===== src/rtl/load_store_unit.sv =====
// RV32I load/store unit: decodes a core request, runs one data-memory
// transaction with timeout, and reports completion, errors and load data.
module load_store_unit #(
  parameter int unsigned TIMEOUT_CYCLES = 255
) (
  input  logic        clk_i,
  input  logic        rst_i,
  input  logic        start_i,
  input  logic        is_load_i,
  input  logic        is_store_i,
  input  logic [2:0]  funct3_i,
  input  logic [31:0] addr_i,
  input  logic [31:0] store_data_i,
  output logic        mem_req_o,
  output logic        mem_we_o,
  output logic [31:0] mem_addr_o,
  output logic [31:0] mem_wdata_o,
  output logic [3:0]  mem_be_o,
  input  logic        mem_ack_i,
  input  logic [31:0] mem_rdata_i,
  output logic [31:0] load_result_o,
  output logic        done_o,
  output logic        busy_o,
  output logic        misaligned_o,
  output logic        illegal_o,
  output logic        bus_err_o
);

  localparam int unsigned CNT_W = (TIMEOUT_CYCLES > 1) ? $clog2(TIMEOUT_CYCLES) : 1;

  typedef enum logic [1:0] {IDLE, REQ, DONE} state_t;

  state_t             state, state_n;
  logic [CNT_W-1:0]   cnt, cnt_n;
  logic [2:0]         f3, f3_n;
  logic [1:0]         off, off_n;
  logic               is_load, is_load_n;

  logic               req_n, we_n, done_n, busy_n, mis_n, ill_n, berr_n;
  logic [31:0]        addr_n, wdata_n, result_n;
  logic [3:0]         be_n;

  logic               illegal_c, misaligned_c;
  logic [3:0]         be_c;
  logic [31:0]        wdata_c;
  logic [7:0]         byte_c;
  logic [15:0]        half_c;
  logic [31:0]        load_c;

  // Request decode: legality, alignment, byte enables and lane replication
  always_comb begin
    illegal_c    = 1'b0;
    misaligned_c = 1'b0;
    be_c         = 4'b1111;
    wdata_c      = store_data_i;
    if (is_load_i && is_store_i)
      illegal_c = 1'b1;
    else if (is_load_i)
      illegal_c = (funct3_i == 3'b011) || (funct3_i[2:1] == 2'b11);
    else if (is_store_i)
      illegal_c = funct3_i[2] || (funct3_i[1:0] == 2'b11);
    case (funct3_i[1:0])
      2'b01:   misaligned_c = addr_i[0];
      2'b10:   misaligned_c = |addr_i[1:0];
      default: misaligned_c = 1'b0;
    endcase
    if (is_store_i) begin
      case (funct3_i[1:0])
        2'b00: begin
          be_c    = 4'b0001 << addr_i[1:0];
          wdata_c = {4{store_data_i[7:0]}};
        end
        2'b01: begin
          be_c    = addr_i[1] ? 4'b1100 : 4'b0011;
          wdata_c = {2{store_data_i[15:0]}};
        end
        default: ;
      endcase
    end
  end

  // Load lane extraction from the registered access offset and width
  always_comb begin
    case (off)
      2'd0:    byte_c = mem_rdata_i[7:0];
      2'd1:    byte_c = mem_rdata_i[15:8];
      2'd2:    byte_c = mem_rdata_i[23:16];
      default: byte_c = mem_rdata_i[31:24];
    endcase
    half_c = off[1] ? mem_rdata_i[31:16] : mem_rdata_i[15:0];
    case (f3)
      3'b000:  load_c = {{24{byte_c[7]}}, byte_c};
      3'b001:  load_c = {{16{half_c[15]}}, half_c};
      3'b100:  load_c = {24'd0, byte_c};
      3'b101:  load_c = {16'd0, half_c};
      default: load_c = mem_rdata_i;
    endcase
  end

  // Next state and next registered outputs
  always_comb begin
    state_n   = state;
    cnt_n     = cnt;
    f3_n      = f3;
    off_n     = off;
    is_load_n = is_load;
    we_n      = mem_we_o;
    addr_n    = mem_addr_o;
    wdata_n   = mem_wdata_o;
    be_n      = mem_be_o;
    result_n  = load_result_o;
    mis_n     = 1'b0;
    ill_n     = 1'b0;
    berr_n    = 1'b0;
    case (state)
      IDLE: begin
        if (start_i) begin
          if (!is_load_i && !is_store_i) begin
            state_n = DONE;
          end else if (illegal_c) begin
            state_n = DONE;
            ill_n   = 1'b1;
          end else if (misaligned_c) begin
            state_n = DONE;
            mis_n   = 1'b1;
          end else begin
            state_n   = REQ;
            cnt_n     = '0;
            f3_n      = funct3_i;
            off_n     = addr_i[1:0];
            is_load_n = is_load_i;
            we_n      = is_store_i;
            addr_n    = {addr_i[31:2], 2'b00};
            wdata_n   = wdata_c;
            be_n      = be_c;
          end
        end
      end
      REQ: begin
        if (mem_ack_i) begin
          state_n = DONE;
          if (is_load) result_n = load_c;
        end else if (cnt == CNT_W'(TIMEOUT_CYCLES - 1)) begin
          state_n = DONE;
          berr_n  = 1'b1;
        end else begin
          cnt_n = cnt + CNT_W'(1);
        end
      end
      DONE:    state_n = IDLE;
      default: state_n = IDLE;
    endcase
    req_n  = (state_n == REQ);
    done_n = (state_n == DONE);
    busy_n = (state_n != IDLE);
  end

  always_ff @(posedge clk_i or posedge rst_i) begin
    if (rst_i) begin
      state         <= IDLE;
      cnt           <= '0;
      f3            <= 3'd0;
      off           <= 2'd0;
      is_load       <= 1'b0;
      mem_req_o     <= 1'b0;
      mem_we_o      <= 1'b0;
      mem_addr_o    <= 32'd0;
      mem_wdata_o   <= 32'd0;
      mem_be_o      <= 4'd0;
      load_result_o <= 32'd0;
      done_o        <= 1'b0;
      busy_o        <= 1'b0;
      misaligned_o  <= 1'b0;
      illegal_o     <= 1'b0;
      bus_err_o     <= 1'b0;
    end else begin
      state         <= state_n;
      cnt           <= cnt_n;
      f3            <= f3_n;
      off           <= off_n;
      is_load       <= is_load_n;
      mem_req_o     <= req_n;
      mem_we_o      <= we_n;
      mem_addr_o    <= addr_n;
      mem_wdata_o   <= wdata_n;
      mem_be_o      <= be_n;
      load_result_o <= result_n;
      done_o        <= done_n;
      busy_o        <= busy_n;
      misaligned_o  <= mis_n;
      illegal_o     <= ill_n;
      bus_err_o     <= berr_n;
    end
  end

endmodule


===== config.mk =====
export PLATFORM = sky130hd
export DESIGN_NAME = load_store_unit
export DESIGN_NICKNAME = d
export VERILOG_FILES = /design/src/rtl/load_store_unit.sv
export SDC_FILE = /design/constraint.sdc
export NUM_CORES = 1
export LEC_CHECK = 0
export CAP_MARGIN = 20
export CORE_ASPECT_RATIO = 2
export CORE_MARGIN = 10
export CORE_UTILIZATION = 39
export CTS_CLUSTER_SIZE = 16
export DETAILED_ROUTE_END_ITERATION = 12
export GPL_ROUTABILITY_DRIVEN = 0
export PLACE_DENSITY = 0.85
export SLEW_MARGIN = 20
export SYNTH_ARGS = -nofsm -noshare
export SYNTH_HDL_FRONTEND = slang
export SYNTH_SLANG_ARGS = --single-unit
export TNS_END_PERCENT = 30

===== constraint.sdc =====
create_clock -name clk_i -period 3.3 [get_ports clk_i]
set_input_delay 0.33 -clock clk_i [delete_from_list [all_inputs] [get_ports clk_i]]
set_output_delay 0.33 -clock clk_i [all_outputs]
set_load 0.02 [all_outputs]

* Yosys cells after proc, flatten, opt, wreduce, memory -nomap -nowiden
Cells that the tools add are included.
** Operators by class
- Mux-type cells :: 38
- $add $sub $neg :: 1
- Divide/modulo/power cells :: 0
- Reduce and logical (&&, ||, !) cells :: 16
- Multipliers :: 0
- Shifts and indexed selects :: 1
- Order comparisons :: 0
- Equality and inequality tests :: 20
- Bitwise logic cells :: 3
** Operators with widths (count)
- $pmux 32 s4 :: 1
- $pmux 32 s2 :: 1
- $mux 8 :: 6
- $mux 32 :: 1
- $pmux 8 s3 :: 1
- $mux 16 :: 1
- $pmux 8 s2 :: 1
- $mux 1 :: 15
- $mux 2 :: 6
- $ne 2x2->1 const B :: 6
- $eq 2x2->1 const B :: 5
- $add 8x1->8 const B :: 1
- $eq 2x1->1 const B :: 4
- $eq 8x8->1 const B :: 1
- $mux 4 :: 2
- $pmux 4 s2 :: 1
- $reduce_and 7->1 :: 1
- $eq 3x3->1 const B :: 2
- $logic_not 2->1 :: 3
- $reduce_and 5->1 :: 1
- $pmux 2 s2 :: 1
- $reduce_bool 2->1 :: 2
- $shl 1x2->4 const A :: 1
- $eq 3x1->1 const B :: 1
- other kinds (9) :: 14
** Storage, ports and cells
- Bits in read-only memories :: 0
- Logic and storage cells :: 95
- Output and inout port bits :: 107
- Register bits after elaboration :: 121
- Latch bits :: 0
- Bits in writable memories :: 0
- Memories kept :: 0

* Longest topological paths before layout
Gate-level depths: netlist (run 1).
- Depth in word-level cells :: 10
- Mapped depth :: 9

* Least setup slack after synthesis (run 1)
Ideal clock, no wire load.
- Path type :: input-to-reg
- Start point :: in funct3_i[0]
- End point :: reg cnt[7]
- Cell stages on the path :: 8
- Arrival :: 1.930 ns
- Path slack :: 1.290 ns
- Path through :: inv_1 ha_1 and3_1 a311oi_4 a21oi_2 buf_6 nor4b_4 mux2i_1
** On the way
- Word-level cells in the longest chain between the ends :: 7
- Elaborated cells between the ends (all ways) :: 13
- Classes of those cells :: 6 x eq/ne; 4 x mux; 3 x reduce/logical
** RTL lines
- start, declared :: RTL line 11 : input logic [2:0] funct3_i,
- $eq 2x2->1 :: RTL line 61 : illegal_c = funct3_i[2] || (funct3_i[1:0] == 2'b11);
- $logic_or 1x1->1 :: RTL line 61
- $mux 1 :: RTL line 60 : else if (is_store_i)
- $mux 1 :: RTL line 58 : else if (is_load_i)
- $mux 1 :: RTL line 56 : if (is_load_i && is_store_i)
- $ne 2x2->1 (no line)
- $reduce_and 7->1 (no line) *
- end signal, assigned :: RTL line 178 : cnt <= cnt_n;
- end, declared :: RTL line 34 : logic [CNT_W-1:0] cnt, cnt_n;
Every way passes the cells marked *; elsewhere a longest branch is shown, timed or not.
A chain may end at the register's enable or synchronous reset.

* Worst setup path in the final report (run 1)
- Start point :: in funct3_i[1]
- End point :: reg cnt[1]
The elaborated chain is that of the path after synthesis.

==> run metrics, run 1 <==
critical path launch point type primary input; global-route wire length before repair 30.08 mm; pins over their slew limit 0; die extent in x 104.8 um; total count of hold-check failures in the final report 0; clk sink count 121; First DRT Iteration DRCs 262; starting density of the core 39.28%; number of global-route vias before repair 5,549; fraction of power spent switching nets 38.30%; Core Area 14,270 sq um; critical path fanouts, max 30; Port Buf Inserts 209; number of detailed-routing iterations run before antenna repair 5; number of hold buffers added after cts 0; crit path kind primary input to flip-flop; worst supply voltage drop on vdd 0.6518 mV; worst reg2reg path startpoint f3[0]$_DFFE_PP0P_; I/O pins 212; latest clock arrival within the worst-skew pair 0.41 ns; number of cells on the worst reg-to-reg path 4; overall die height 189.6 um; endpoint class of the critical path flip-flop; timing-limited maximum frequency 0.3896 GHz; Die ar. 19,860 sq um; register clock-pin slew on the reported worst setup and hold paths 0.06 ns; root buffer cell clkbuf_16; Synth Flop Type dfrtp_1; switching power 3135 uW; crit path cell chain clkdlybuf4s50_1 > inv_1 > ha_1 > and3_1 > a311oi_4 > nand2_4 > a2111oi_0 > a211o_1; pin count of the biggest net entering global routing 45; share of flip-flops with an asynchronous set or reset 100.0%; maximum level of the CTS H-tree 4; share of post-route cells with drive strength above 1 7.473%; Synth Area per Inst 8.914 sq um; ANT nets after route 0; Overall Global Routing Usage 18.92%; Max-Slew Margin vs Limit 41.73%; Hold Crit Class primary input to asynchronous set/reset pin; Post CTS Setup Buffer Count 0; gate count of the mapped netlist 629; DPL Wire Length 14.59 mm; Synth Cell Area 5607 sq um; stage delay of the slowest cell on the critical path 0.57 ns; setup TNS 0 ns; count of flip-flops with a built-in enable after synthesis 0; ratio of final minimum period to clock period 77.79%; total of max-cap violations 0; placement-stage worst setup slack 0.3792 ns; worst clock skew on the final layout 0.006712 ns; vias after detailed routing 5,386; Seq/Total Area, Yosys 54.01%; DRC violations left 0; required time reported for the critical path endpoint 3.65 ns; static leakage power 0.003822 uW; final worst setup slack 0.7331 ns; cell-internal power 5049 uW; slowest stage cell, crit path clkdlybuf4s50_1; result of the run finished, final reports clean; setup slack of the worst register-to-register path 1.04 ns; residual overflow from global routing 0; Inserted Clock Buffers 17; average detailed-routed wire length per instance 18.29 um; deepest clock path buffer count 2; register share of total power 31.8%; critical path startpoint funct3_i[1]; flip-flop and latch count after synthesis 121; Final Routed Wirelength 18.96 mm; Power per Cell Area 957.4 nW/um^2; antenna violations before repair 2; area growth from synthesis to layout 52.47%; Critical path destination cnt[1]$_DFFE_PP0P_; fill cell instance count of the final layout 1,257; clock network fraction of total power 24.0%; Worst Path Arrival 2.91 ns; clock tree from TritonCTS done; number of library cell types mapped by synthesis 49; Row Count 62; portion of total power attributed to combinational logic 44.2%; post-route minimum period 2.567 ns; Reg2Reg Capture Point load_result_o[4]$_DFFE_PP0P_; Final setup violation count 0; cts repair resizes 0; unrepaired setup endpoints after global routing no; Slew @ Worst Pin 0.8741 ns; Synth warnings 0; final layout net count 942; average vias per placed instance 5.194
how the worst min path moves through the flow:
stage	from	end	depth (start not counted)
floorplan	funct3_i[2]	f3[2]$_DFFE_PP0P_	2
global placement	mem_addr_o[30]$_DFFE_PP0P_	mem_addr_o[30]$_DFFE_PP0P_	2
detailed placement	mem_addr_o[11]$_DFFE_PP0P_	mem_addr_o[11]$_DFFE_PP0P_	2
CTS	addr_i[31]	mem_addr_o[31]$_DFFE_PP0P_	3
global route	addr_i[24]	mem_addr_o[24]$_DFFE_PP0P_	3
finish	rst_i	mem_addr_o[31]$_DFFE_PP0P_	2
cells in the final DEF (no fill, tap or decap), drive strengths merged, types with 5 or more instances in the layout:
cell / count
nor3: 7
clkbuf: 17
nand2: 216
ha: 6
nor2b: 10
inv: 8
a31oi: 8
nand2b: 6
nor2: 21
o21ai: 59
a22oi: 8
buf: 13
clkinvlp: 5
mux2i: 9
dfrtp: 121
clkdlybuf4s50: 209
mux2: 9
o22ai: 9
a21oi: 53
registers in the layout, summed over array words and instances (netlist names):
signal,count
mem_be_o,4
state,2
misaligned_o,1
off,2
load_result_o,32
illegal_o,1
done_o,1
busy_o,1
mem_addr_o,30
bus_err_o,1
cnt,8
mem_we_o,1
mem_wdata_o,32
f3,3
is_load,1
mem_req_o,1
critical path, delay by kind of cell:
kind / cells / cell delay, ns
AOI/OAI and AO/OA: 3 / 1.03
and+or+nand+nor: 2 / 0.50
buffers and inverters: 2 / 0.69
adders and majority gates: 1 / 0.36
metal layers:
layer / GRT usage [%] / vias up / share of wire, % / routed length, um
li1: - / 2533 / - / -
met3: 4.575 / 53 / 5.4 / 1028
met1: 19.81 / 2585 / 37 / 6958
met4: 10.67 / 0 / 4.7 / 892
met5: 0 / - / 0 / 0
met2: 33.71 / 215 / 53 / 10080
cells in the mapped netlist (2+ instances only):
| master | number | area share (%) |
|---|---|---|
| nand3_1 | 2 | 0.18 |
| a2111oi_0 | 2 | 0.31 |
| nor4_1 | 2 | 0.22 |
| a21oi_1 | 52 | 4.6 |
| inv_1 | 7 | 0.47 |
| o211ai_1 | 2 | 0.27 |
| a31oi_1 | 8 | 0.89 |
| o22ai_1 | 9 | 1.0 |
| o21ai_1 | 42 | 3.7 |
| ha_1 | 6 | 1.3 |
| nand2_1 | 216 | 14 |
| nand2b_1 | 6 | 0.67 |
| nand4_1 | 3 | 0.33 |
| or3_1 | 2 | 0.22 |
| mux2i_1 | 9 | 1.6 |
| buf_4 | 2 | 0.27 |
| dfrtp_1 | 121 | 54 |
| or4_1 | 2 | 0.27 |
| nor2_1 | 20 | 1.3 |
| o21a_1 | 2 | 0.27 |
| a211o_1 | 2 | 0.31 |
| nor2b_1 | 10 | 1.1 |
| a22oi_1 | 8 | 1.1 |
| mux2_2 | 8 | 1.6 |
| nor3_1 | 7 | 0.62 |
| o21ai_0 | 17 | 1.5 |
| clkbuf_1 | 18 | 1.2 |
| buf_2 | 18 | 1.6 |
| and3_1 | 4 | 0.45 |
| a211oi_1 | 3 | 0.40 |
stage by stage:
step	total power [uW]	hold WS (ns)	std cells	utilization (%)	area (sq um)
2_1_floorplan	4427	0.4354	630	-	5614
6_report	8184	0.4385	1037	59.89	8548
5_1_grt	8668	0.4488	1037	59.89	8548
3_3_place_gp	6167	0.4571	1004	55.48	7919
3_5_place_dp	6266	0.4611	1004	55.48	7919
4_1_cts	8260	0.4370	1035	59.85	8543
logic make-up (layout without fill, tap and decap cells):
family | Yosys count | count (layout) | synth area share [%]
AND/OR/NAND/NOR | 283 | 283 | 21.42
AO/OA/AOI/OAI | 152 | 152 | 15.53
flip-flops | 121 | 121 | 54.01
buffers and inverters | 47 | 260 | 3.816
multiplexers | 19 | 19 | 3.816
adder cells (fa/ha/maj) | 6 | 6 | 1.339
other | 1 | 4 | 0.06689
power groups by stage:
| stage | Combinational, uW | Clock (uW) | Sequential [uW] |
|---|---|---|---|
| floorplan | 1170 | 0 | 3260 |
| global placement | 3580 | 0 | 2590 |
| detailed placement | 3650 | 0 | 2610 |
| CTS | 3670 | 1990 | 2600 |
| global route | 3900 | 2060 | 2700 |
| finish | 3620 | 1960 | 2600 |
final cells by class:
class	instances	area [sq um]	area share, %
antenna	2	5.005	0.05855
multi-input combinational	462	2381	27.85
sequential	121	3028	35.42
clock inverter	14	198.9	2.327
timing repair buffer	222	2240	26.20
clock buffer	17	425.4	4.977
inverter	7	30.03	0.3513
tap	192	240.2	2.810
Note: power is estimated with default switching activity, not from simulation.
==> inputs of run 2 (changes only) <==
PLACE_DENSITY = 0.82   (was 0.85)
clock period = 2.6 ns   (was 3.3 ns; I/O delays follow)
==> run 2 against run 1 <==
Compared with the run above: clock power increased by 32%; final cell count rose by 0.96%; flip-flop and latch count unchanged; largest cell class unchanged.
==> run metrics, run 2 (synthesis gave the netlist of run 1 again) <==
crit path kind primary input to flip-flop; number of hold buffers added after cts 0 (unchanged); slowest stage cell, crit path clkdlybuf4s50_1; share of post-route cells with drive strength above 1 8.304% (+0.83 points); critical path launch point type primary input; Row Count 62 (unchanged); post-route minimum period 2.224 ns; Post CTS Setup Buffer Count 0 (unchanged); residual overflow from global routing 0 (unchanged); Final setup violation count 0 (unchanged); static leakage power 0.003911 uW (+2.3%); clk sink count 121 (unchanged); crit path cell chain clkdlybuf4s50_1 > inv_1 > ha_1 > and3_1 > a311oi_4 > buf_4 > nand2_4 > a2111oi_0 > a211o_1; pins over their slew limit 0 (unchanged); clock tree from TritonCTS done; required time reported for the critical path endpoint 2.95 ns (-0.70 ns); final core utilization 60.74% (+0.85 points); unrepaired setup endpoints after global routing no; number of detailed-routing iterations run before antenna repair 5 (unchanged); DPL Wire Length 14.49 mm (-0.71%); most frequent cells in the layout nand2_1, clkdlybuf4s50_1, dfrtp_1, a21oi_1, o21ai_1; starting density of the core 39.28% (unchanged); vias after detailed routing 5,316 (-1.3%); setup TNS 0 ns (unchanged); Slew @ Worst Pin 0.7524 ns (-0.1217 ns); Inserted Clock Buffers 17 (unchanged); area of placed instances 8034 sq um (+1.5%); Hold Crit Class primary input to asynchronous set/reset pin; Port Buf Inserts 209 (unchanged); endpoint class of the critical path flip-flop; overall die height 189.6 um (unchanged); total power after layout 10,580 uW (+29%); I/O pins 212 (unchanged); die extent in x 104.8 um (unchanged); global-route wire length before repair 30.97 mm (+3.0%); pin count of the biggest net entering global routing 104 (+130%); ratio of final minimum period to clock period 85.54%; antenna violations before repair 0 (-2); most common cell after layout, fill and taps aside nand2_1; final layout net count 954 (+1.3%); worst clock skew on the final layout 0.006076 ns (-0.0006361 ns); Worst Path Arrival 2.57 ns (-0.34 ns); Overall Global Routing Usage 19.66% (+0.73 points); largest registers load_result_o (32), mem_wdata_o (32), mem_addr_o (30); root buffer cell clkbuf_16; cts repair resizes 0 (unchanged); total of max-cap violations 0 (unchanged); deepest clock path buffer count 2 (unchanged); ANT nets after route 0 (unchanged); Core Area 14,270 sq um (unchanged); average vias per placed instance 5.077 (-2.2%); area growth from synthesis to layout 54.63%; register clock-pin slew on the reported worst setup and hold paths 0.05 ns (about the same); antenna cells 0 (-2); fill cell instance count of the final layout 1,253 (-0.32%); average detailed-routed wire length per instance 18.60 um (+1.7%); maximum level of the CTS H-tree 4 (unchanged); timing-limited maximum frequency 0.4497 GHz; DRC violations left 0 (unchanged); Max-Slew Margin vs Limit 49.73% (+8.0 points); critical path fanouts, max 3 (-90%); number of global-route vias before repair 5,550 (+0.018%); Power per Cell Area 1220 nW/um^2 (+27%); First DRT Iteration DRCs 318 (+21%); result of the run finished, final reports clean; total count of hold-check failures in the final report 0 (unchanged); worst supply voltage drop on vdd 0.6133 mV (-5.9%); finished layout cell area 8670 sq um (+1.4%); Die ar. 19,860 sq um (unchanged); stage delay of the slowest cell on the critical path 0.50 ns (-0.07 ns); latest clock arrival within the worst-skew pair 0.41 ns (about the same); Final Routed Wirelength 19.48 mm (+2.7%)
-- run 2: changes by cell type in the layout (fill, tap and decap cells not counted), sizes merged --
| cell | before | now |
|---|---|---|
| buf | 13 | 25 |
| clkbuf | 17 | 23 |
| clkinvlp | 5 | 2 |
| clkinv | 4 | 2 |
| diode | 2 | 0 |
| inv | 8 | 6 |
| bufinv | 4 | 5 |
-- run 2: final timing paths --
| kind | from | end | slack, ns | cells past startpoint |
|---|---|---|---|---|
| min | rst_i | cnt[2]$_DFFE_PP0P_ | 0.33 | 2 |
| max | funct3_i[0] | cnt[0]$_DFFE_PP0P_ | 0.38 | 9 |
| min reg2reg | mem_addr_o[4]$_DFFE_PP0P_ | mem_addr_o[4]$_DFFE_PP0P_ | 0.47 | 2 |
| max reg2reg | state[0]$_DFF_PP0_ | cnt[0]$_DFFE_PP0P_ | 0.50 | 6 |
| min in group clk_i | addr_i[12] | mem_addr_o[12]$_DFFE_PP0P_ | 0.38 | 3 |
| max in group asynchronous | rst_i | mem_addr_o[11]$_DFFE_PP0P_ | 1.59 | 3 |
-- run 2: cell type report --
type	count	area [sq um]	share of cell area, %
well taps	192	240.2	2.771
clock buffers	23	467.9	5.398
clock inverters	8	167.7	1.934
flip-flops and latches	121	3028	34.93
inverters	7	30.03	0.3464
multi-input cells	462	2381	27.46
repair buffers	234	2355	27.16
-- run 2: report_power, final --
part	leakage (uW)	internal, uW	switching (uW)
combinational	0.00208	2150	2630
sequential	0.00153	2730	487
clock	0.000307	1740	834
total	0.00391	6620	3950
-- run 2: metrics by stage --
stage,hold slack [ns],worst slack [ns],std cells
after floorplan,0.3654,0.6605,630
after global placement,0.4575,0.07870,1016
after detailed placement,0.4610,-0.06800,1016
after CTS,0.3391,0.3588,1047
after global routing,0.3670,0.2752,1047
final,0.3323,0.3760,1047
-- run 2: layer usage --
metal / global-route usage [%] / wire length, um / vias up
li1: - / - / 2541
met1: 20.99 / 7228 / 2526
met2: 34.61 / 10320 / 213
met3: 5.252 / 1210 / 36
met4: 10.19 / 721 / 0
met5: 0 / 0 / -
-- run 2: worst max-delay path, delay by kind of cell --
| family | cells | cell delay (ns) |
|---|---|---|
| AO/OA/AOI/OAI | 3 | 0.96 |
| buffers and inverters | 3 | 0.77 |
| adder cells (fa/ha/maj) | 1 | 0.31 |
| AND/OR/NAND/NOR | 2 | 0.27 |
==> inputs of run 3 (changes only) <==
clock period = 2.45 ns   (was 2.6 ns; I/O delays follow)
==> run 3 against run 2 <==
Compared with the run above: worst hold slack lost 0.041 ns; clock skew barely moved; sequential power up 6%; core utilization rose by 0.088 points; power is 4.7% higher; non-clock buffer count grew 7; final cell count is 0.76% higher.
==> run metrics, run 3 (synthesis gave the netlist of run 1 again) <==
Overall Global Routing Usage 19.65% (about the same); Core Area 14,270 sq um (unchanged); total of max-cap violations 0 (unchanged); Max-Slew Margin vs Limit 53.05% (+3.3 points); clock tree from TritonCTS done; endpoint class of the critical path flip-flop; static leakage power 0.003931 uW (+0.51%); final layout net count 961 (+0.73%); met2 Use GR 35.65% (+1.0 points); number of hold buffers added after cts 0 (unchanged); met1 track demand over resource 20.60% (-0.39 points); global-route wire length before repair 31.01 mm (+0.11%); maximum level of the CTS H-tree 4 (unchanged); most common cell after layout, fill and taps aside nand2_1; cts repair resizes 0 (unchanged); fill cell instance count of the final layout 1,226 (-2.2%); clk sink count 121 (unchanged); latest clock arrival within the worst-skew pair 0.41 ns (about the same); worst clock skew on the final layout 0.006361 ns (+0.0002851 ns); Row Count 62 (unchanged); Hold Crit Class primary input to asynchronous set/reset pin; Final setup violation count 0 (unchanged); Inserted Clock Buffers 17 (unchanged); First DRT Iteration DRCs 274 (-14%); finished layout cell area 8682 sq um (+0.14%); residual overflow from global routing 0 (unchanged); number of global-route vias before repair 5,639 (+1.6%); vias after detailed routing 5,329 (+0.24%); deepest clock path buffer count 2 (unchanged); Final Routed Wirelength 19.38 mm (-0.51%); share of post-route cells with drive strength above 1 9.281% (+0.98 points); Port Buf Inserts 209 (unchanged); Power per Cell Area 1276 nW/um^2 (+4.6%); ratio of final minimum period to clock period 87.23%; final worst setup slack 0.3130 ns (-0.06308 ns); result of the run finished, final reports clean; total count of hold-check failures in the final report 0 (unchanged); average vias per placed instance 5.051 (-0.52%); overall die height 189.6 um (unchanged); DRC violations left 0 (unchanged); met3 track demand over resource 5.490% (+0.24 points); root buffer cell clkbuf_16; area of placed instances 8074 sq um (+0.50%); antenna violations before repair 1 (+1); unrepaired setup endpoints after global routing no; pin count of the biggest net entering global routing 104 (unchanged); placement-stage worst setup slack -0.09250 ns (-0.02451 ns); area growth from synthesis to layout 54.85%; worst hold-check slack 0.2908 ns (-0.04142 ns); number of detailed-routing iterations run before antenna repair 5 (unchanged); final core utilization 60.83% (+0.088 points); starting density of the core 39.28% (unchanged); Post CTS Setup Buffer Count 0 (unchanged); timing-limited maximum frequency 0.4679 GHz; critical path launch point type primary input; I/O pins 212 (unchanged); Top Usage Layer GRT met2; Slew @ Worst Pin 0.7027 ns (-0.04971 ns); crit path kind primary input to flip-flop; critical path fanouts, max 11 (+8); Die ar. 19,860 sq um (unchanged); ANT nets after route 0 (unchanged); most frequent cells in the layout nand2_1, clkdlybuf4s50_1, dfrtp_1, a21oi_1, o21ai_1; required time reported for the critical path endpoint 2.77 ns (-0.18 ns); register clock-pin slew on the reported worst setup and hold paths 0.05 ns (about the same); largest registers load_result_o (32), mem_wdata_o (32), mem_addr_o (30); DPL Wire Length 14.74 mm (+1.8%); worst supply voltage drop on vdd 0.7052 mV (+15%); die extent in x 104.8 um (unchanged); Worst Path Arrival 2.46 ns (-0.11 ns); average detailed-routed wire length per instance 18.37 um (-1.3%); pins over their slew limit 0 (unchanged); number of cells on the worst reg-to-reg path 5 (-1); post-route minimum period 2.137 ns
run 3: cell types whose count changed in the layout (fill, tap and decap cells not counted):
cell       previous run  this run
clkinv_2              2         4
buf_4                19        27
diode_2               0         1
clkbuf_1              4         2
clkbuf_8              2         4
bufinv_16             5         3
buf_12                6         5
run 3: path summary, 6_finish.rpt:
kind | startpoint | end | slack (ns)
max in group asynchronous | rst_i | mem_addr_o[30]$_DFFE_PP0P_ | 1.55
hold / removal | rst_i | mem_req_o$_DFF_PP0_ | 0.29
min in group clk_i | addr_i[4] | mem_addr_o[4]$_DFFE_PP0P_ | 0.36
hold reg to reg | mem_addr_o[4]$_DFFE_PP0P_ | mem_addr_o[4]$_DFFE_PP0P_ | 0.47
setup reg to reg | state[0]$_DFF_PP0_ | cnt[3]$_DFFE_PP0P_ | 0.45
setup / recovery | funct3_i[1] | cnt[3]$_DFFE_PP0P_ | 0.31
run 3: critical path: stages:
cell	delay (ns)
clkdlybuf4s50_1	0.54
inv_1	0.09
ha_1	0.29
and3_1	0.21
a311oi_4	0.32
a21oi_2	0.20
or3_1	0.38
a21oi_1	0.18
run 3: final cells by class:
cell class                      count  area [sq um]  share of cell area, %
Antenna cell                        1         2.502                0.02882
Clock buffer                       23         488.0                  5.620
Clock inverter                      8         117.6                  1.355
Inverter                            7         30.03                 0.3459
Multi-Input combinational cell    462          2381                  27.42
Sequential cell                   121          3028                  34.88
Tap cell                          192         240.2                  2.767
Timing Repair Buffer              241          2395                  27.58
run 3: power breakdown:
group | leakage, uW | internal [uW] | switching [uW]
sequential | 0.00153 | 2900 | 516
combinational | 0.00211 | 2290 | 2790
clock | 0.000299 | 1700 | 886
total | 0.00393 | 6890 | 4190
run 3: stage by stage:
stage           TNS, ns  power [uW]  cells
2_1_floorplan         0        5963    630
3_3_place_gp   -0.05291        8418   1023
3_5_place_dp     -2.855        8560   1023
4_1_cts               0       11190   1054
5_1_grt               0       11750   1055
6_report              0       11080   1055
run 3: routing by layer:
layer / wire length (um) / vias to the layer above
li1: - / 2569
met1: 7031 / 2530
met2: 10510 / 198
met3: 1178 / 32
met4: 655 / 0
met5: 0 / -
